==> config.mk <==
export PLATFORM = sky130hd
export DESIGN_NAME = alu_share_arbiter_flat
export DESIGN_NICKNAME = d
export VERILOG_FILES = /design/src/rtl/alu_share_arbiter_if.sv /design/src/rtl/alu_share_arbiter.sv /design/src/flat_wrapper.sv
export SDC_FILE = /design/constraint.sdc
export NUM_CORES = 1
export LEC_CHECK = 0
export ABC_AREA = 1
export CORE_AREA = 2 2 237 239
export CTS_CLUSTER_DIAMETER = 150
export DETAILED_ROUTE_END_ITERATION = 16
export DIE_AREA = 0 0 239 241
export DONT_BUFFER_PORTS = 1
export SYNTH_ARGS = -nofsm -noshare
export SYNTH_HDL_FRONTEND = slang
export SYNTH_SLANG_ARGS = --single-unit
export TNS_END_PERCENT = 50
==> constraint.sdc <==
create_clock -name clk -period 6.15 [get_ports clk]
set_input_delay 0.3075 -clock clk [delete_from_list [all_inputs] [get_ports clk]]
set_output_delay 0.3075 -clock clk [all_outputs]
set_load 0.05 [all_outputs]
==> src/rtl/alu_share_arbiter_if.sv <==
// Request/response bundle between the shared-ALU arbiter and its clients.
// slave = arbiter side, master = requester/consumer side.
interface alu_share_arbiter_if #(
    parameter int unsigned NREQ  = 4,
    parameter int unsigned WIDTH = 64
);
    localparam int unsigned IDW = $clog2(NREQ);
    localparam int unsigned OPW = 4;

    logic [NREQ-1:0]       req_valid;
    logic [NREQ-1:0]       req_ready;
    logic [NREQ*WIDTH-1:0] req_a;
    logic [NREQ*WIDTH-1:0] req_b;
    logic [NREQ*OPW-1:0]   req_op;
    logic                  resp_valid;
    logic                  resp_ready;
    logic [IDW-1:0]        resp_id;
    logic [WIDTH-1:0]      resp_result;
    logic                  resp_zero;
    logic                  resp_err;
    logic                  busy;

    modport slave (
        input  req_valid, req_a, req_b, req_op, resp_ready,
        output req_ready, resp_valid, resp_id, resp_result, resp_zero, resp_err, busy
    );

    modport master (
        output req_valid, req_a, req_b, req_op, resp_ready,
        input  req_ready, resp_valid, resp_id, resp_result, resp_zero, resp_err, busy
    );
endinterface

==> src/rtl/alu_share_arbiter.sv <==
// Round-robin arbiter sharing one registered-in/registered-out 64-bit ALU among NREQ clients.
// Optional illegal-op reporting on resp_err is enabled by defining ALU_SHARE_OPCHECK_EN.
module alu_share_arbiter #(
    parameter int unsigned NREQ  = 4,
    parameter int unsigned WIDTH = 64
) (
    input logic                  clk,
    input logic                  reset,
    alu_share_arbiter_if.slave   bus
);
    localparam int unsigned IDW = $clog2(NREQ);
    localparam int unsigned OPW = 4;
    localparam int unsigned SW  = IDW + 1;

    localparam logic [OPW-1:0] OP_AND  = 4'b0000;
    localparam logic [OPW-1:0] OP_OR   = 4'b0001;
    localparam logic [OPW-1:0] OP_ADD  = 4'b0010;
    localparam logic [OPW-1:0] OP_SUB  = 4'b0110;
    localparam logic [OPW-1:0] OP_PASS = 4'b0111;

    typedef enum logic [1:0] {
        S_IDLE = 2'd0,
        S_EXEC = 2'd1,
        S_RESP = 2'd2
    } state_t;

    state_t           r_state;
    state_t           w_state_nxt;
    logic [IDW-1:0]   r_rr_ptr;
    logic [WIDTH-1:0] r_a;
    logic [WIDTH-1:0] r_b;
    logic [OPW-1:0]   r_op;
    logic [IDW-1:0]   r_id;
    logic             r_resp_valid;
    logic [IDW-1:0]   r_resp_id;
    logic [WIDTH-1:0] r_resp_result;
    logic             r_resp_zero;
    logic             r_resp_err;

    logic             w_gnt_found;
    logic [IDW-1:0]   w_gnt_id;
    logic [NREQ-1:0]  w_gnt_onehot;
    logic [SW-1:0]    w_sum;
    logic [IDW-1:0]   w_cand;
    logic [NREQ-1:0]  w_req_ready;
    logic             w_hs;
    logic [WIDTH-1:0] w_alu_res;
    logic             w_res_zero;
    logic             w_res_err;

    // First valid requester at or after rr_ptr, wrapping NREQ-1 -> 0
    always_comb begin
        w_gnt_found  = 1'b0;
        w_gnt_id     = '0;
        w_sum        = '0;
        w_cand       = '0;
        w_gnt_onehot = '0;
        for (int unsigned k = 0; k < NREQ; k++) begin
            w_sum  = SW'(r_rr_ptr) + SW'(k);
            w_cand = (w_sum >= SW'(NREQ)) ? IDW'(w_sum - SW'(NREQ)) : IDW'(w_sum);
            if (!w_gnt_found && bus.req_valid[w_cand]) begin
                w_gnt_found = 1'b1;
                w_gnt_id    = w_cand;
            end
        end
        if (w_gnt_found) begin
            w_gnt_onehot[w_gnt_id] = 1'b1;
        end
    end

    always_ff @(posedge clk or negedge reset) begin
        if (!reset) begin
            r_state <= S_IDLE;
        end else begin
            r_state <= w_state_nxt;
        end
    end

    always_comb begin
        w_state_nxt = r_state;
        w_req_ready = '0;
        w_hs        = 1'b0;
        case (r_state)
            S_IDLE: begin
                w_req_ready = w_gnt_onehot;
                if (w_gnt_found) begin
                    w_hs        = 1'b1;
                    w_state_nxt = S_EXEC;
                end
            end
            S_EXEC: w_state_nxt = S_RESP;
            S_RESP: begin
                if (bus.resp_ready) begin
                    w_state_nxt = S_IDLE;
                end
            end
            default: w_state_nxt = S_IDLE;
        endcase
    end

    always_comb begin
        w_alu_res = '0;
        case (r_op)
            OP_AND:  w_alu_res = r_a & r_b;
            OP_OR:   w_alu_res = r_a | r_b;
            OP_ADD:  w_alu_res = r_a + r_b;
            OP_SUB:  w_alu_res = r_a - r_b;
            OP_PASS: w_alu_res = r_b;
            default: w_alu_res = '0;
        endcase
    end

`ifdef ALU_SHARE_OPCHECK_EN
    // Illegal ops are flagged and never report zero
    always_comb begin
        w_res_err  = !(r_op == OP_AND || r_op == OP_OR || r_op == OP_ADD ||
                       r_op == OP_SUB || r_op == OP_PASS);
        w_res_zero = !w_res_err && (w_alu_res == '0);
    end
`else
    always_comb begin
        w_res_err  = 1'b0;
        w_res_zero = (w_alu_res == '0);
    end
`endif

    always_ff @(posedge clk or negedge reset) begin
        if (!reset) begin
            r_rr_ptr      <= '0;
            r_a           <= '0;
            r_b           <= '0;
            r_op          <= '0;
            r_id          <= '0;
            r_resp_valid  <= 1'b0;
            r_resp_id     <= '0;
            r_resp_result <= '0;
            r_resp_zero   <= 1'b0;
            r_resp_err    <= 1'b0;
        end else begin
            if (w_hs) begin
                r_a      <= bus.req_a[32'(w_gnt_id) * WIDTH +: WIDTH];
                r_b      <= bus.req_b[32'(w_gnt_id) * WIDTH +: WIDTH];
                r_op     <= bus.req_op[32'(w_gnt_id) * OPW +: OPW];
                r_id     <= w_gnt_id;
                r_rr_ptr <= (w_gnt_id == IDW'(NREQ - 1)) ? '0 : w_gnt_id + 1'b1;
            end
            if (r_state == S_EXEC) begin
                r_resp_valid  <= 1'b1;
                r_resp_id     <= r_id;
                r_resp_result <= w_alu_res;
                r_resp_zero   <= w_res_zero;
                r_resp_err    <= w_res_err;
            end else if (r_state == S_RESP && bus.resp_ready) begin
                r_resp_valid  <= 1'b0;
            end
        end
    end

    assign bus.req_ready   = w_req_ready;
    assign bus.resp_valid  = r_resp_valid;
    assign bus.resp_id     = r_resp_id;
    assign bus.resp_result = r_resp_result;
    assign bus.resp_zero   = r_resp_zero;
    assign bus.resp_err    = r_resp_err;
    assign bus.busy        = (r_state != S_IDLE);
endmodule

==> src/flat_wrapper.sv <==
// flat-port wrapper written by rule: the top's interface ports become plain ports
module alu_share_arbiter_flat 
#(
    parameter int unsigned NREQ  = 4,
    parameter int unsigned WIDTH = 64
)
  (clk, reset, bus_req_valid, bus_req_a, bus_req_b, bus_req_op, bus_resp_ready, bus_req_ready, bus_resp_valid, bus_resp_id, bus_resp_result, bus_resp_zero, bus_resp_err, bus_busy);
  alu_share_arbiter_if #(.NREQ(NREQ), .WIDTH(WIDTH)) bus_i ();
  input logic clk;
  input logic reset;
  input wire logic [$bits(bus_i.req_valid)-1:0] bus_req_valid;
  input wire logic [$bits(bus_i.req_a)-1:0] bus_req_a;
  input wire logic [$bits(bus_i.req_b)-1:0] bus_req_b;
  input wire logic [$bits(bus_i.req_op)-1:0] bus_req_op;
  input wire logic [$bits(bus_i.resp_ready)-1:0] bus_resp_ready;
  output wire logic [$bits(bus_i.req_ready)-1:0] bus_req_ready;
  output wire logic [$bits(bus_i.resp_valid)-1:0] bus_resp_valid;
  output wire logic [$bits(bus_i.resp_id)-1:0] bus_resp_id;
  output wire logic [$bits(bus_i.resp_result)-1:0] bus_resp_result;
  output wire logic [$bits(bus_i.resp_zero)-1:0] bus_resp_zero;
  output wire logic [$bits(bus_i.resp_err)-1:0] bus_resp_err;
  output wire logic [$bits(bus_i.busy)-1:0] bus_busy;
  assign bus_i.req_valid = bus_req_valid;
  assign bus_i.req_a = bus_req_a;
  assign bus_i.req_b = bus_req_b;
  assign bus_i.req_op = bus_req_op;
  assign bus_i.resp_ready = bus_resp_ready;
  assign bus_req_ready = bus_i.req_ready;
  assign bus_resp_valid = bus_i.resp_valid;
  assign bus_resp_id = bus_i.resp_id;
  assign bus_resp_result = bus_i.resp_result;
  assign bus_resp_zero = bus_i.resp_zero;
  assign bus_resp_err = bus_i.resp_err;
  assign bus_busy = bus_i.busy;
  alu_share_arbiter #(.NREQ(NREQ), .WIDTH(WIDTH)) u_core (.clk(clk), .reset(reset), .bus(bus_i));
endmodule
==> results of run 1 <==
## cell type report
cell class / count / share of cell area, %
Sequential cell: 206 / 20.94
Multi-Input combinational cell: 2659 / 53.37
Tap cell: 704 / 3.578
Clock buffer: 32 / 2.810
Inverter: 590 / 9.046
Antenna cell: 22 / 0.2236
Clock inverter: 13 / 0.7318
Timing Repair Buffer: 227 / 9.300
## final timing paths
| path | start | cells after the start | slack [ns] | endpoint |
|---|---|---|---|---|
| setup reg to reg | u_core.r_b[1]$_DFFE_PN0P_ | 31 | 0.89 | u_core.bus.resp_zero$_DFFE_PN0P_ |
| min in group asynchronous | reset | 2 | 0.33 | u_core.bus.resp_result[47]$_DFFE_PN0P_ |
| max in group asynchronous | reset | 2 | 4.62 | u_core.bus.resp_result[37]$_DFFE_PN0P_ |
| setup / recovery | u_core.r_b[1]$_DFFE_PN0P_ | 31 | 0.89 | u_core.bus.resp_zero$_DFFE_PN0P_ |
| hold / removal | bus_req_a[218] | 2 | -0.01 | u_core.r_a[26]$_DFFE_PN0P_ |
| hold reg to reg | u_core.r_id[0]$_DFFE_PN0P_ | 2 | 0.51 | u_core.r_id[0]$_DFFE_PN0P_ |
## kinds of logic after synthesis
group / after synthesis / synth area share [%]
and+or+nand+nor: 1793 / 34.73
buffers and inverters: 745 / 13.80
AOI/OAI and AO/OA: 731 / 20.25
DFF: 206 / 24.33
adders and majority gates: 71 / 4.229
xor gates and xnor gates: 63 / 2.640
other: 1 / 0.01770
## routing by layer
| metal | up-vias | share of wire (%) | global-route usage, % |
|---|---|---|---|
| met4 | 28 | 3.4 | 12.12 |
| met3 | 215 | 12 | 10.15 |
| met2 | 1482 | 43 | 54.48 |
| met5 | - | 0.17 | 0 |
| li1 | 11860 | - | - |
| met1 | 11790 | 42 | 49.99 |
## cells in the final DEF (no fill, tap or decap), types with 66 or more instances in the layout
| cell type | instances |
|---|---|
| o21ai_1 | 176 |
| nand2_1 | 855 |
| dfrtp_1 | 206 |
| nor2_1 | 607 |
| nand3_1 | 155 |
| inv_1 | 583 |
| ha_1 | 70 |
| o21ai_0 | 226 |
| a21oi_1 | 66 |
| o221ai_1 | 72 |
| a31oi_1 | 105 |
| dlygate4sd3_1 | 206 |
## through the flow
| step | setup slack [ns] | cells | hold slack (ns) | utilization, % | cell area (sq um) |
|---|---|---|---|---|---|
| after floorplan | 2.344 | 3610 | 0.01191 | - | 21180 |
| final | 0.8930 | 4453 | -0.01399 | 44.87 | 24620 |
| after global routing | 0.4343 | 4446 | -0.002911 | 44.83 | 24600 |
| after global placement | 1.144 | 4179 | 0.01601 | 39.37 | 21600 |
| after detailed placement | 1.007 | 4179 | 0.01707 | 39.37 | 21600 |
| after CTS | 0.9861 | 4431 | 0.00007450 | 44.77 | 24570 |
## state kept, by name, indices dropped and copies added, names as in the netlist
name,count
u_core.r_a,64
u_core.bus.resp_zero,1
u_core.r_id,2
u_core.bus.resp_result,64
u_core.bus.resp_id,2
u_core.r_op,4
u_core.bus.resp_valid,1
u_core.r_state,2
u_core.r_rr_ptr,2
u_core.r_b,64
## worst reg2reg max path: cells and delay by family, from the launching register on
family	cells	cell delay, ns
simple gates	20	3.11
compound gates	2	0.33
buf+inv	6	0.53
fa+ha+maj	2	0.61
xor+xnor	1	0.17
flops	1	0.41
## what timing repair did
item | in CTS | in global routing
gates resized for setup | 0 | 0
endpoints found under the hold margin | 323 | 0
hold buffers | 207 | 0
==> impl_metrics.json, run 1 <==
{
  "grt_max_degree": 207,
  "relSlewSlack_pct": 7.694,
  "rsz0062_at_grt": "false",
  "drv_slew": 0,
  "synthesis.area_sq_um": 21180,
  "cts_inserted_buffers": 25,
  "cp_data_required_time_ns": 6.64,
  "tritoncts": "built",
  "ys_async_sr_fraction_pct": 100.0,
  "initialDrtViolationCount": 3146,
  "fin_crit_sh_pct": 85.48,
  "drc": 0,
  "num_rows": 86,
  "dieHeight_um": 241,
  "violations": "hold timing",
  "multi_input_area_sq_um": 13140,
  "post_cts_buffers": 0,
  "final.setup.tns_ns": 0,
  "area_growth_pct": 16.22,
  "synth-edff-count": 0,
  "synth_seq_area_share_pct": 24.33,
  "min_path_type": "in2reg",
  "coreArea_sq_um": 54880,
  "synthTopCellsByCount": "nand2_1, nor2_1, inv_1",
  "path_common_cell": "nor2_1",
  "synth-seq-cells": 206,
  "slowest_delay_ns": 0.42,
  "grt_pass1_vias": 23220,
  "drive_gt1_share_pct": 3.086,
  "synth_nets": 4216,
  "endpoint_kind": "flip-flop",
  "dp_hpwl_um": 87310,
  "yosysMostFrequentCell": "nand2_1",
  "synthCells": 3610,
  "critical_path_class": "reg2reg",
  "routabilityCongestion": 1.032,
  "grt_pass1_wl_um": 154200,
  "clk_pin_slew_ns": 0.06,
  "clockRootBuffer": "clkbuf_16",
  "syn_avg_cell_area_sq_um": 5.868,
  "ys_warn_count": 0,
  "clockBufferDepth": 3,
  "drt-pass1-iter-count": 6,
  "hold_ws_ns": -0.01399,
  "max-cap-violations": 0,
  "antenna_left": 0,
  "start_kind": "flip-flop",
  "setup_viol": 0,
  "num_vias": 25380,
  "worst_slew_pin_slew_ns": 1.385,
  "yosysTopAreaCell": "dfrtp_1",
  "grt_overflow": 0,
  "status": "finished, violations left",
  "clk_latency_ns": 0.58,
  "finalClockSkew_ns": 0.01816,
  "numPortBuffers": 0,
  "crit_fanout": 5,
  "track_usage_pct": 36.28,
  "start_util_pct": 38.60,
  "dieArea_sq_um": 57600,
  "synth_cell_types": 46,
  "synth.top_cell.area_share_pct": 24.33,
  "critical_path.slowest_cell": "ha_1",
  "synth.area.top_cells": "dfrtp_1, nand2_1, nor2_1",
  "arrival_ns": 5.74,
  "antenna_found_initial": 32,
  "wl_um": 107900,
  "cp_num_buf_inv": 6,
  "io_pins": 609,
  "clkSinkCount": 206,
  "die_w_um": 239,
  "fmax_mhz": 190.2,
  "synth_ff_type": "dfrtp_1",
  "viasPerCell": 5.699,
  "wl_per_cell_um": 24.23,
  "fin_crit_ns": 5.257,
  "ff_latch_area_sq_um": 5155,
  "hold_violations": 2,
  "path_delay_family": "simple AND/OR/NAND/NOR gates",
  "num-nets-final": 4315,
  "cts_max_level": 1,
  "fillers": 6020
}
Power of run 1 is not shown: default switching activity piles up to over one toggle a cycle in this logic, so the estimate is an artifact.
==> run 2, diff against run 1 <==
ABC_AREA = not set   (was 1)
CAP_MARGIN = 10   (was not set)
CORE_AREA = 2 2 239 241   (was 2 2 237 239)
DIE_AREA = 0 0 241 243   (was 0 0 239 241)
==> impl_metrics.json, run 2 <==
{
  "status": "finished clean",
  "r2r_start": "u_core.r_b[14]$_DFFE_PN0P_",
  "relSlewSlack_pct": 22.75,
  "cts_inserted_buffers": 25,
  "hold_violations": 0,
  "routabilityCongestion": 0.9900,
  "fin_crit_sh_pct": 93.66,
  "viasPerCell": 5.883,
  "placed_area_sq_um": 20430,
  "synth-seq-cells": 206,
  "io_pins": 609,
  "num-nets-final": 3437,
  "worst_r2r_endpoint": "u_core.bus.resp_zero$_DFFE_PN0P_",
  "final_common_cell": "nand2_1",
  "path_cells": "or4_1 -> or4_1 -> nor3_1 -> buf_4 -> nand2_1 -> o21ai_0 -> xor2_1 -> ha_1 -> a21oi_1 -> o21ai_0 -> a21oi_1 -> o21bai_1 -> or3_1 -> a31o_1 -> nor4_1 -> nand4_1 -> nor4_2 -> buf_4 -> nand4_1 -> o21ai_1",
  "synth_seq_area_share_pct": 26.13,
  "num_vias": 21270,
  "syn_avg_cell_area_sq_um": 6.668,
  "finalClockSkew_ns": 0.01609,
  "initialDrtViolationCount": 2636,
  "final.setup.tns_ns": 0,
  "clockRootBuffer": "clkbuf_16",
  "synthCells": 2958,
  "final_cell_mix": "nand2_1, o21ai_0, dfrtp_1, nand3_1, nor2_1",
  "synth_cell_types": 88,
  "antenna_left": 0,
  "r2r_slack_ns": 0.39,
  "worst_slew_pin_slew_ns": 1.155,
  "synth.top_cell.area_share_pct": 26.13,
  "dieHeight_um": 243,
  "synth-edff-count": 0,
  "crit_fanout": 8,
  "dr_wl_met3_um": 8603,
  "wl_per_cell_um": 24.40,
  "grt_max_degree": 221,
  "drv_slew": 0,
  "setup_viol": 0,
  "leakage_nw": 9.301,
  "ys_warn_count": 0,
  "area_growth_pct": 8.829,
  "synth_ff_type": "dfrtp_1",
  "fin_crit_ns": 5.760,
  "whs_path_depth": 4,
  "grt_pass1_wl_um": 128500,
  "drive_gt1_share_pct": 6.561,
  "ir_worst_vdd_mv": 0.3342,
  "path_delay_family": "simple AND/OR/NAND/NOR gates",
  "clkSinkCount": 206,
  "cp_data_required_time_ns": 6.63,
  "grt_overflow": 0,
  "arrival_ns": 6.24,
  "cts_max_level": 1,
  "grt_pass1_vias": 19530,
  "drc": 0,
  "die_w_um": 241,
  "max-cap-violations": 0,
  "start_util_pct": 35.25,
  "power-per-cell-area_nw_per_um2": 784.3,
  "coreArea_sq_um": 55950,
  "clk_pin_slew_ns": 0.07,
  "synthTopCellsByCount": "nand2_1, o21ai_0, dfrtp_1",
  "track_usage_pct": 29.06,
  "whs_endpoint": "u_core.r_b[61]$_DFFE_PN0P_",
  "critical_path_class": "reg2reg",
  "clockBufferDepth": 3,
  "reg2regPathDepth": 20,
  "cp_num_buf_inv": 2,
  "clk_latency_ns": 0.56,
  "slowest_delay_ns": 0.57,
  "start_kind": "flip-flop",
  "yosysMostFrequentCell": "nand2_1",
  "numPortBuffers": 0,
  "fmax_mhz": 173.6,
  "synth_nets": 3564,
  "min_from": "bus_req_b[253]",
  "yosysTopAreaCell": "dfrtp_1",
  "final_area_sq_um": 21470,
  "wl_um": 88230,
  "endpoint_kind": "flip-flop",
  "dieArea_sq_um": 58560,
  "top_layer": "met5",
  "critical_path.slowest_cell": "or4_1",
  "ys_async_sr_fraction_pct": 100.0,
  "synth.area.top_cells": "dfrtp_1, nand2_1, o21ai_0",
  "drt-pass1-iter-count": 6,
  "dp_hpwl_um": 71130,
  "min_path_type": "in2reg",
  "wl_met2_um": 36260,
  "tritoncts": "built",
  "antenna_found_initial": 14,
  "num_rows": 87,
  "synthesis.area_sq_um": 19730,
  "drt-met1-wl_um": 40500,
  "post_cts_buffers": 0
}
==> run 2: metrics by stage <==
stage / setup WS, ns / power, mW / util (%) / instances / hold WS, ns
CTS: 0.2691 / 16.54 / 38.19 / 3606 / 0.005758
finish: 0.3899 / 16.84 / 38.37 / 3616 / 0.02136
global route: -0.01034 / 18.09 / 38.36 / 3615 / 0.05393
detailed placement: 0.3022 / 14.84 / 36.51 / 3557 / 0.02373
global placement: 0.3944 / 14.82 / 36.51 / 3557 / 0.02243
floorplan: 0.8913 / 11.10 / - / 2958 / 0.01191
==> run 2: worst max-delay path by stage <==
stage | from | to | slack [ns] | depth (start not counted)
final | u_core.r_b[14]$_DFFE_PN0P_ | u_core.bus.resp_zero$_DFFE_PN0P_ | 0.39 | 20
after floorplan | u_core.r_op[0]$_DFFE_PN0P_ | u_core.bus.resp_zero$_DFFE_PN0P_ | 0.89 | 23
after global routing | u_core.r_b[44]$_DFFE_PN0P_ | u_core.bus.resp_zero$_DFFE_PN0P_ | -0.01 | 24
after global placement | u_core.r_b[14]$_DFFE_PN0P_ | u_core.bus.resp_zero$_DFFE_PN0P_ | 0.39 | 24
after detailed placement | u_core.r_b[4]$_DFFE_PN0P_ | u_core.bus.resp_zero$_DFFE_PN0P_ | 0.30 | 27
after CTS | u_core.r_b[14]$_DFFE_PN0P_ | u_core.bus.resp_zero$_DFFE_PN0P_ | 0.27 | 24
==> run 2: layout make-up <==
class / instances / area (sq um)
antenna: 10 / 25.02
clock buffer: 35 / 723.2
clock inverter: 11 / 170.2
fill: 6055 / 34480
inverter: 29 / 116.4
multi-input combinational: 2488 / 13650
sequential: 206 / 5157
tap: 756 / 945.9
timing repair buffer: 81 / 683.2
==> run 2: routing by layer <==
metal,global-route usage (%),vias up
li1,-,10100
met1,43.26,9923
met2,40.91,1110
met3,6.403,139
met4,9.495,4
met5,0,-
==> run 2: report_power, final <==
group | total (mW) | internal [mW] | switching [mW]
logic | 11.7 | 3.98 | 7.72
clock network | 1.61 | 0.988 | 0.623
registers | 3.52 | 2.00 | 1.52
total | 16.8 | 6.97 | 9.87
==> run 2: tightest hold or removal path, stage by stage <==
cell     delay [ns]
nand2_1        0.04
nand3_1        0.06
o21ai_0        0.06
o21ai_0        0.07
==> run 2: repair_timing <==
action                                 in CTS  in global routing
hold buffers                                3                  0
setup endpoints to repair                   0                  2
endpoints found under the hold margin     208                  0
gates resized for setup                     0                 17
==> run 2: cells by family after synthesis <==
group,count (synthesis),synth area share (%)
AOI/OAI and AO/OA,779,23.63
xor gates and xnor gates,87,3.863
adders and majority gates,134,7.745
buffers and inverters,264,5.328
DFF,206,26.13
muxes,24,1.345
other,1,0.01901
and+or+nand+nor,1463,31.93
Note: power is estimated with default switching activity, not from simulation.
